[src/rtl/mouse_pkg.sv]
// Shared definitions for the mouse domain: position width, screen limits,
// default cursor position, config sequencer state encoding and write payload.
package mouse_pkg;

  localparam int unsigned POS_W        = 12;
  localparam int unsigned SCREEN_MAX_X = 1023;
  localparam int unsigned SCREEN_MAX_Y = 767;
  localparam int unsigned DEF_POS_X    = 50;
  localparam int unsigned DEF_POS_Y    = 679;

  typedef enum logic [2:0] {
    IDLE  = 3'd0,
    WMAXX = 3'd1,
    WMAXY = 3'd2,
    WX    = 3'd3,
    WY    = 3'd4,
    GAP   = 3'd5
  } cfg_state_e;

  // One-hot write strobes towards MouseCtl
  typedef struct packed {
    logic setmax_x;
    logic setmax_y;
    logic setx;
    logic sety;
  } mouse_wr_t;

  function automatic logic [POS_W-1:0] clamp_pos(input logic [POS_W-1:0] v,
                                                  input logic [POS_W-1:0] lim);
    return (v > lim) ? lim : v;
  endfunction

endpackage

[src/rtl/mouse_cfg_gap_cnt.sv]
// Loadable down-counter with zero flag; times the idle gap between writes.
module mouse_cfg_gap_cnt #(
  parameter int unsigned W = 3
) (
  input  logic         clk,
  input  logic         rst,
  input  logic         load,
  input  logic [W-1:0] load_val,
  input  logic         dec,
  output logic         zero_c
);

  logic [W-1:0] cnt_q;

  always_ff @(posedge clk or negedge rst) begin
    if (!rst) begin
      cnt_q <= '0;
    end else if (load) begin
      cnt_q <= load_val;
    end else if (dec && (cnt_q != '0)) begin
      cnt_q <= cnt_q - W'(1);
    end
  end

  assign zero_c = (cnt_q == '0);

endmodule

[src/rtl/mouse_cfg_seq.sv]
// Config sequencer for MouseCtl: loads limits/start position after reset and
// re-centres on request. Optional macro MOUSE_CFG_CLAMP_EN clamps positions to the limits.
module mouse_cfg_seq
  import mouse_pkg::*;
#(
  parameter int unsigned MAX_X   = SCREEN_MAX_X,
  parameter int unsigned MAX_Y   = SCREEN_MAX_Y,
  parameter int unsigned INIT_X  = DEF_POS_X,
  parameter int unsigned INIT_Y  = DEF_POS_Y,
  parameter int unsigned GAP_CYC = 4
) (
  input  logic             clk,
  input  logic             rst,
  input  logic             cfg_req,
  input  logic             rc_req,
  input  logic [POS_W-1:0] rc_x,
  input  logic [POS_W-1:0] rc_y,
  output logic [POS_W-1:0] value,
  output logic             setx,
  output logic             sety,
  output logic             setmax_x,
  output logic             setmax_y,
  output logic             busy,
  output logic             cfg_done,
  output logic             rc_ack
);

  localparam logic [POS_W-1:0] MAX_X_V = POS_W'(MAX_X);
  localparam logic [POS_W-1:0] MAX_Y_V = POS_W'(MAX_Y);
`ifdef MOUSE_CFG_CLAMP_EN
  localparam logic [POS_W-1:0] INIT_X_V = clamp_pos(POS_W'(INIT_X), MAX_X_V);
  localparam logic [POS_W-1:0] INIT_Y_V = clamp_pos(POS_W'(INIT_Y), MAX_Y_V);
`else
  localparam logic [POS_W-1:0] INIT_X_V = POS_W'(INIT_X);
  localparam logic [POS_W-1:0] INIT_Y_V = POS_W'(INIT_Y);
`endif

  localparam int unsigned CNT_W = ($clog2(GAP_CYC) > 3) ? $clog2(GAP_CYC) : 3;
  localparam logic [CNT_W-1:0] GAP_LOAD = CNT_W'(GAP_CYC - 1);

  cfg_state_e       state_q, state_d;
  cfg_state_e       ret_q, ret_d;
  mouse_wr_t        wr_q, wr_d;
  logic [POS_W-1:0] value_q, value_d;
  logic             busy_q, busy_d;
  logic             cfg_done_q, cfg_done_d;
  logic             rc_ack_q, rc_ack_d;
  logic             cfg_pend_q, cfg_pend_d;
  logic             rc_pend_q, rc_pend_d;
  logic [POS_W-1:0] rc_x_q, rc_x_d;
  logic [POS_W-1:0] rc_y_q, rc_y_d;
  logic [POS_W-1:0] act_y_q, act_y_d;
  logic             seq_cfg_q, seq_cfg_d;
  logic             take_cfg, take_rc;
  logic             gap_load, gap_dec, gap_zero_c;
  logic [POS_W-1:0] rc_x_in_c, rc_y_in_c;

`ifdef MOUSE_CFG_CLAMP_EN
  assign rc_x_in_c = clamp_pos(rc_x, MAX_X_V);
  assign rc_y_in_c = clamp_pos(rc_y, MAX_Y_V);
`else
  assign rc_x_in_c = rc_x;
  assign rc_y_in_c = rc_y;
`endif

  mouse_cfg_gap_cnt #(
    .W (CNT_W)
  ) u_gap_cnt (
    .clk      (clk),
    .rst      (rst),
    .load     (gap_load),
    .load_val (GAP_LOAD),
    .dec      (gap_dec),
    .zero_c   (gap_zero_c)
  );

  // State and output registers; a full config is pending out of reset
  always_ff @(posedge clk or negedge rst) begin
    if (!rst) begin
      state_q    <= IDLE;
      ret_q      <= IDLE;
      wr_q       <= '0;
      value_q    <= '0;
      busy_q     <= 1'b0;
      cfg_done_q <= 1'b0;
      rc_ack_q   <= 1'b0;
      cfg_pend_q <= 1'b1;
      rc_pend_q  <= 1'b0;
      rc_x_q     <= '0;
      rc_y_q     <= '0;
      act_y_q    <= '0;
      seq_cfg_q  <= 1'b0;
    end else begin
      state_q    <= state_d;
      ret_q      <= ret_d;
      wr_q       <= wr_d;
      value_q    <= value_d;
      busy_q     <= busy_d;
      cfg_done_q <= cfg_done_d;
      rc_ack_q   <= rc_ack_d;
      cfg_pend_q <= cfg_pend_d;
      rc_pend_q  <= rc_pend_d;
      rc_x_q     <= rc_x_d;
      rc_y_q     <= rc_y_d;
      act_y_q    <= act_y_d;
      seq_cfg_q  <= seq_cfg_d;
    end
  end

  // Next state; each write's strobe and data are produced on the edge entering it
  always_comb begin
    state_d    = state_q;
    ret_d      = ret_q;
    wr_d       = '0;
    value_d    = value_q;
    cfg_done_d = cfg_done_q;
    rc_ack_d   = 1'b0;
    act_y_d    = act_y_q;
    seq_cfg_d  = seq_cfg_q;
    take_cfg   = 1'b0;
    take_rc    = 1'b0;
    gap_load   = 1'b0;
    gap_dec    = 1'b0;

    unique case (state_q)
      IDLE: begin
        if (cfg_pend_q) begin
          state_d      = WMAXX;
          seq_cfg_d    = 1'b1;
          take_cfg     = 1'b1;
          wr_d.setmax_x = 1'b1;
          value_d      = MAX_X_V;
        end else if (rc_pend_q) begin
          state_d   = WX;
          seq_cfg_d = 1'b0;
          take_rc   = 1'b1;
          wr_d.setx = 1'b1;
          value_d   = rc_x_q;
          act_y_d   = rc_y_q;
        end
      end
      WMAXX: begin
        state_d  = GAP;
        ret_d    = WMAXY;
        gap_load = 1'b1;
      end
      WMAXY: begin
        state_d  = GAP;
        ret_d    = WX;
        gap_load = 1'b1;
      end
      WX: begin
        state_d  = GAP;
        ret_d    = WY;
        gap_load = 1'b1;
      end
      WY: begin
        state_d = IDLE;
      end
      GAP: begin
        if (gap_zero_c) begin
          state_d = ret_q;
          case (ret_q)
            WMAXY: begin
              wr_d.setmax_y = 1'b1;
              value_d       = MAX_Y_V;
            end
            WX: begin
              wr_d.setx = 1'b1;
              value_d   = INIT_X_V;
            end
            WY: begin
              wr_d.sety = 1'b1;
              value_d   = seq_cfg_q ? INIT_Y_V : act_y_q;
              if (seq_cfg_q) cfg_done_d = 1'b1;
              else           rc_ack_d   = 1'b1;
            end
            default: ;
          endcase
        end else begin
          gap_dec = 1'b1;
        end
      end
      default: begin
        state_d = IDLE;
      end
    endcase

    busy_d     = (state_d != IDLE);
    cfg_pend_d = (cfg_pend_q & ~take_cfg) | cfg_req;
    rc_pend_d  = (rc_pend_q & ~take_rc) | rc_req;
    rc_x_d     = rc_req ? rc_x_in_c : rc_x_q;
    rc_y_d     = rc_req ? rc_y_in_c : rc_y_q;
  end

  assign value    = value_q;
  assign setx     = wr_q.setx;
  assign sety     = wr_q.sety;
  assign setmax_x = wr_q.setmax_x;
  assign setmax_y = wr_q.setmax_y;
  assign busy     = busy_q;
  assign cfg_done = cfg_done_q;
  assign rc_ack   = rc_ack_q;

endmodule

[config.mk]
export PLATFORM = sky130hd
export DESIGN_NAME = mouse_cfg_seq
export DESIGN_NICKNAME = d
export VERILOG_FILES = /design/src/rtl/mouse_pkg.sv /design/src/rtl/mouse_cfg_gap_cnt.sv /design/src/rtl/mouse_cfg_seq.sv
export SDC_FILE = /design/constraint.sdc
export NUM_CORES = 1
export LEC_CHECK = 0
export CAP_MARGIN = 40
export CORE_MARGIN = 2
export CORE_UTILIZATION = 40
export CTS_CLUSTER_SIZE = 8
export DETAILED_ROUTE_END_ITERATION = 7
export PLACE_DENSITY_LB_ADDON = 0.05
export SLEW_MARGIN = 20
export SYNTH_ARGS = -nofsm -noshare
export SYNTH_HDL_FRONTEND = slang
export SYNTH_SLANG_ARGS = --single-unit
[constraint.sdc]
create_clock -name clk -period 2.15 [get_ports clk]
set_input_delay 0.3225 -clock clk [delete_from_list [all_inputs] [get_ports clk]]
set_output_delay 0.3225 -clock clk [all_outputs]
set_load 0.05 [all_outputs]
==> flow_summary_export.csv, run 1 <==
group,metric,value,unit
status,status,"finished, final reports clean",
power_and_ir_drop,p_sw,1.55,mW
yosys,synthArstFlopShare,100,%
route,vias,1907,
die,ios,47,
die,num_rows,30,
cts,cts.repair.resized,0,
yosys,synth_edf_count,0,
cts,cts_setup_buffers,0,
yosys,syn-cell-area,2870,um2
yosys,synth_compound_area_share,10.5,%
power_and_ir_drop,total_leakage_power,1.59,nW
route,routed_wl,5.85,mm
yosys,yosysWarnings,0,
place,hpwl,4.06,mm
cts,cts_made_buffers,9,
yosys,synth_top_area_share,57.5,%
cells_and_area,final_nets,308,
yosys,synthTopCellsByArea,"dfrtp_1 (57%), mux2_2 (15%), mux2_1 (2.4%), o21ai_0 (1.7%), nor3_1 (1.6%)",
die,core-area,6870,um2
yosys,synth.top_cells.by_count,"dfrtp_1 (66), mux2_2 (38), nor2_1 (10), o21ai_0 (10), nor3_1 (9)",
timing,finalClockSkew,0.00364,ns
setup_path,crit_type,"flop to flop",
setup_path,crit_path_end_kind,"flop",
timing,final_max_slew_viol_count,0,
die,fp.dieH,88.8,um
yosys,ys_ff_latch,67,
timing,hold_viol,0,
timing,finalSetupViolations,0,
timing,min_period_over_period,88.6,%
yosys,synth_top_family_by_area,"multiplexers",
setup_path,worstPathArrival,2.13,ns
cts,cts.clk_slew.worst_paths,0.07,ns
route,drc,0,
worst_hold_path,hold_class,"flop to flop",
grt,grt_remaining_overflow,0,
yosys,syn_inst,222,
timing,rsz0062_at_grt,"no",
timing,finalSetupTns,0,ns
timing,fin_crit,1.91,ns
power_and_ir_drop,power.share.clock,29.0,%
run,cap_violations,0,
cells_and_area,multi_input_area,1100,um2
yosys,synth_flop_cell,"dfrtp_1",
cts,clk_path_buf_depth,2,
power_and_ir_drop,comb_power_share,32.2,%
yosys,avgSynthCellArea,12.9,um2
timing,tightest_slew,0.516,ns
place,place_congestion,0.759,
grt,grt_max_degree,47,
route,first_pass_iters,4,
cts,cts_tree,"built",
grt,grt_pass1_vias,1916,
grt,grt_pass1_wl,9.66,mm
grt,gr-usage-all-layers,16.6,%
grt,grt_antenna_before_repair,0,
power_and_ir_drop,intPower,3.03,mW
cells_and_area,seqCellArea,1680,um2
cells_and_area,syn2layout_area_growth,30.5,%
cts,clock-sinks,67,
yosys,syn_nets,252,
setup_path,crit_path_max_fanout,6,
route,avgRoutedWirePerCell,15.4,um
power_and_ir_drop,ir_drop,0.551,mV
yosys,ys_types,41,
yosys,yosys.area_share.xor_xnor,0,%
timing,max_freq,525,MHz
yosys,synth_most_common_cell,"dfrtp_1",
cts,cts_hold_buf,1,
die,fp.dieW,88.8,um
power_and_ir_drop,power.density,1220,nW/um2
power_and_ir_drop,power.total,4.58,mW
die,die_area,7880,um2
timing,timing.slew.headroom,65.6,%
yosys,synthMuxAreaShare,18.3,%
place,port_buffers,46,
cts,cts_max_level,3,
yosys,ys_seq_area_share,58.4,%
route,vias_per_cell,5.03,
cts,ctsRootBufferMaster,"clkbuf_8",
power_and_ir_drop,seq_power_share,38.8,%
yosys,synth_largest_area_cell,"dfrtp_1",
cells_and_area,drive_above_1_share,25.8,%
die,start_util,41.8,%
yosys,synth_adder_area_share,0.871,%
yosys,synth-simple-area-share,8.66,%
route,drtIter0Drc,94,
route,ant_nets,0,
setup_path,crit_required,2.37,ns
cts,insertion_delay,0.34,ns
power_and_ir_drop,switching_share,33.9,%
cells_and_area,antenna_cells,0,
cells_and_area,nFillCells,603,
setup_path,cp-start-kind,"flop",
==> per-layer routing <==
metal / track usage [%] / wire [um] / up-vias
li1: - / - / 905
met1: 22.5 / 2830 / 955
met2: 25.2 / 2710 / 36
met3: 4.85 / 219 / 11
met4: 6.20 / 97 / 0
met5: 0 / 0 / -
==> placed cells by master, fill, tap and decap left out, drive strengths merged, types with 6 or more instances in the layout <==
cell type	synthesis	routed
dfrtp	66	66
nand2	6	6
nor2	10	10
nor3	10	10
clkdlybuf4s50	0	45
o21ai	10	10
buf	6	13
mux2	46	46
inv	6	6
clkbuf	8	12
==> area by class of cell <==
| type | count | share of cell area (%) |
|---|---|---|
| clock inverters | 4 | 2.54 |
| multi-input cells | 135 | 29.4 |
| inverters | 6 | 0.600 |
| flip-flops and latches | 67 | 44.7 |
| repair buffers | 59 | 15.1 |
| well taps | 96 | 3.20 |
| clock buffers | 12 | 4.40 |
==> worst paths after layout <==
check / start / endpoint / slack (ns) / cells after the start
worst max-delay path: u_gap_cnt.cnt_q[0]$_DFFE_PN0P_ / value[11]$_DFFE_PN0P_ / 0.24 / 7
worst min-delay path: cfg_done$_DFFE_PN0P_ / cfg_done$_DFFE_PN0P_ / 0.46 / 1
worst max register to register: u_gap_cnt.cnt_q[0]$_DFFE_PN0P_ / value[11]$_DFFE_PN0P_ / 0.24 / 7
worst min register to register: cfg_done$_DFFE_PN0P_ / cfg_done$_DFFE_PN0P_ / 0.46 / 1
max in group asynchronous: rst / rc_y_q[7]$_DFFE_PN0P_ / 1.04 / 3
min in group asynchronous: rst / rc_x_q[5]$_DFFE_PN0P_ / 0.48 / 2
==> power by group through the flow <==
stage / clock network [mW] / registers [mW] / logic [mW]
CTS: 1.36 / 1.78 / 1.48
finish: 1.33 / 1.78 / 1.47
floorplan: 0 / 2.00 / 0.773
detailed placement: 0 / 1.80 / 1.47
global placement: 0 / 1.80 / 1.46
global route: 1.41 / 1.81 / 1.61
==> per-stage QoR <==
step / std cells / cell area [um2] / hold WS, ns / setup slack (ns) / util [%]
2_1_floorplan: 222 / 2870 / 0.0269 / 0.200 / -
3_3_place_gp: 362 / 3480 / 0.327 / 0.318 / 50.7
3_5_place_dp: 362 / 3480 / 0.335 / 0.272 / 50.7
4_1_cts: 379 / 3750 / 0.463 / 0.233 / 54.6
5_1_grt: 379 / 3750 / 0.488 / 0.0921 / 54.6
6_report: 379 / 3750 / 0.455 / 0.245 / 54.6
==> sequential cells by signal, indices dropped and copies added (netlist names) <==
name and cells:
cfg_done 1, cfg_pend_q 1, state_q 3, busy 1, setmax_x 1, rc_ack 1, ret_q 3, rc_pend_q 1
act_y_q 12, setmax_y 1, value 12, rc_x_q 12, rc_y_q 12, seq_cfg_q 1, sety 1, setx 1
u_gap_cnt.cnt_q 3
==> critical path, cell delays in order (launching register included) <==
cell and delay [ns]:
dfrtp_1 0.41, inv_1 0.08, ha_1 0.16, ha_1 0.23, nand3_1 0.14, a211oi_2 0.24, buf_4 0.21, mux2_1 0.33
==> cell families (layout without fill, tap and decap cells) <==
group	after synthesis	after routing
AND/OR/NAND/NOR	45	45
adder cells (fa/ha/maj)	2	2
multiplexers	46	46
flip-flops	67	67
buffers and inverters	20	81
AO/OA/AOI/OAI	42	42
Power figures use the tool's default switching activity.
==> inputs of run 2 (changes only) <==
--- a/config.mk
+++ b/config.mk
@@ -6,11 +6,12 @@
 export NUM_CORES = 1
 export LEC_CHECK = 0
 export CAP_MARGIN = 40
-export CORE_MARGIN = 2
+export CORE_MARGIN = 8
 export CORE_UTILIZATION = 40
 export CTS_CLUSTER_SIZE = 8
 export DETAILED_ROUTE_END_ITERATION = 7
-export PLACE_DENSITY_LB_ADDON = 0.05
+export GPL_ROUTABILITY_DRIVEN = 0
+export PLACE_DENSITY = 0.68
 export SLEW_MARGIN = 20
 export SYNTH_ARGS = -nofsm -noshare
 export SYNTH_HDL_FRONTEND = slang
==> run 2 against run 1 <==
Effect of this change: die area grew 29%; combinational power is 3% lower; register-to-register slack got worse by 0.06 ns; power shrank 7.0%; via count grew 1.6%; first-iteration DRC count is 1.1% higher; hold slack gained 0.0044 ns; clock skew grew 0.0011 ns; sequential share of layout area grew 0.67 points; clock-buffer cell count is 3 lower; final area decreased by 1.5%; critical endpoint is now value[7]$_DFFE_PN0P_; largest cell class unchanged; largest power group unchanged.
==> flow_summary_export.csv, run 2 (synthesis results as in run 1) <==
group,metric,value,unit
route,vias,1937,
timing,fin_ws,0.186,ns
timing,timing.slew.headroom,63.7,%
place,port_buffers,46,
cells_and_area,drive_above_1_share,25.8,%
grt,grt_antenna_before_repair,0,
die,num_rows,31,
grt,grt_pass1_wl,10.2,mm
timing,finalClockSkew,0.00475,ns
cts,cts_max_level,3,
route,avgRoutedWirePerCell,15.2,um
cts,cts_tree,"built",
route,ant_nets,0,
cts,cts_setup_buffers,0,
cells_and_area,final_common_cell,"dfrtp_1",
die,core-area,7100,um2
route,drtIter0Drc,95,
setup_path,cp-start-kind,"flop",
worst_hold_path,hold_class,"flop to flop",
die,fp.dieH,101,um
setup_path,worstPathArrival,2.19,ns
grt,grt_remaining_overflow,0,
cells_and_area,antenna_cells,0,
cts,cts.clk_slew.worst_paths,0.07,ns
cells_and_area,final_cell_mix,"dfrtp_1 (66), clkdlybuf4s50_1 (45), mux2_2 (38)",
cells_and_area,syn2layout_area_growth,28.6,%
setup_path,crit_path_end_kind,"flop",
cts,cts_made_buffers,9,
power_and_ir_drop,power.density,1150,nW/um2
run,cap_violations,0,
timing,max_freq,509,MHz
cts,clk_path_buf_depth,2,
timing,finalSetupTns,0,ns
cells_and_area,final_nets,308,
die,start_util,40.5,%
route,drc,0,
timing,rsz0062_at_grt,"no",
cells_and_area,fin_util,52.1,%
cts,ctsRootBufferMaster,"clkbuf_8",
setup_path,crit_required,2.38,ns
grt,grt_pass1_vias,2045,
power_and_ir_drop,power.total,4.26,mW
timing,tightest_slew,0.545,ns
die,fp.dieW,101,um
grt,gr-usage-all-layers,13.0,%
timing,hold_viol,0,
cts,insertion_delay,0.34,ns
power_and_ir_drop,total_leakage_power,1.56,nW
die,ios,47,
setup_path,crit_path_max_fanout,12,
route,vias_per_cell,5.07,
grt,globalRouteMet1Util,15.8,%
grt,grt_max_degree,68,
route,first_pass_iters,4,
cts,clock-sinks,67,
place,dpl_cell_area,3480,um2
timing,min_period_over_period,91.3,%
setup_path,crit_type,"flop to flop",
place,dpl_worst_slack,0.167,ns
timing,fin_crit,1.96,ns
grt,grtUsageMet2,20.0,%
power_and_ir_drop,ir_drop,0.514,mV
place,hpwl,4.21,mm
die,die_area,10200,um2
grt,grt_use_met3,5.59,%
grt,top_usage_layer,"met2",
cells_and_area,final_area,3700,um2
timing,finalSetupViolations,0,
status,status,"finished, final reports clean",
timing,final_max_slew_viol_count,0,
route,routed_wl,5.81,mm
==> run 2: path summary, 6_finish.rpt <==
path	start	to	slack, ns	depth (start not counted)
setup / recovery	u_gap_cnt.cnt_q[0]$_DFFE_PN0P_	value[7]$_DFFE_PN0P_	0.19	7
hold / removal	cfg_done$_DFFE_PN0P_	cfg_done$_DFFE_PN0P_	0.46	1
setup reg to reg	u_gap_cnt.cnt_q[0]$_DFFE_PN0P_	value[7]$_DFFE_PN0P_	0.19	7
hold reg to reg	cfg_done$_DFFE_PN0P_	cfg_done$_DFFE_PN0P_	0.46	1
max in group asynchronous	rst	cfg_pend_q$_DFF_PN1_	1.31	3
min in group asynchronous	rst	setmax_x$_DFF_PN0_	0.53	3
==> run 2: through the flow <==
step / instances / hold slack [ns]
4_1_cts: 382 / 0.470
5_1_grt: 382 / 0.482
2_1_floorplan: 222 / 0.0269
6_report: 382 / 0.460
3_5_place_dp: 365 / 0.370
3_3_place_gp: 365 / 0.366
==> run 2: worst max-delay path: stages, from the launching register on <==
cell      delay [ns]
dfrtp_1         0.41
inv_1           0.07
ha_1            0.14
ha_1            0.28
nand3_1         0.15
a211oi_2        0.20
buf_4           0.24
mux2_2          0.36
==> run 2: timing repair <==
item                       CTS  global route
setup endpoints to repair    0             0
hold buffers                 1             0
hold endpoints to repair    60             0
resized for setup            0             0
==> run 2: final cells by class <==
| cell class | instances | area [um2] |
|---|---|---|
| clock buffers | 9 | 124 |
| clock inverters | 7 | 77.6 |
| fillers | 640 | 3400 |
| inverters | 6 | 22.5 |
| multi-input cells | 135 | 1100 |
| flip-flops and latches | 67 | 1680 |
| well taps | 99 | 124 |
| repair buffers | 59 | 568 |
==> run 2: where the power goes <==
| part | total (mW) | internal (mW) | switching (mW) |
|---|---|---|---|
| registers | 1.79 | 1.53 | 0.256 |
| logic | 1.43 | 0.618 | 0.816 |
| clock network | 1.04 | 0.542 | 0.496 |
| total | 4.26 | 2.69 | 1.57 |
==> run 2: per-layer routing <==
layer / wire [um] / vias up
met5: 0 / -
met4: 64 / 0
met3: 386 / 8
met2: 2830 / 53
met1: 2530 / 961
li1: - / 915
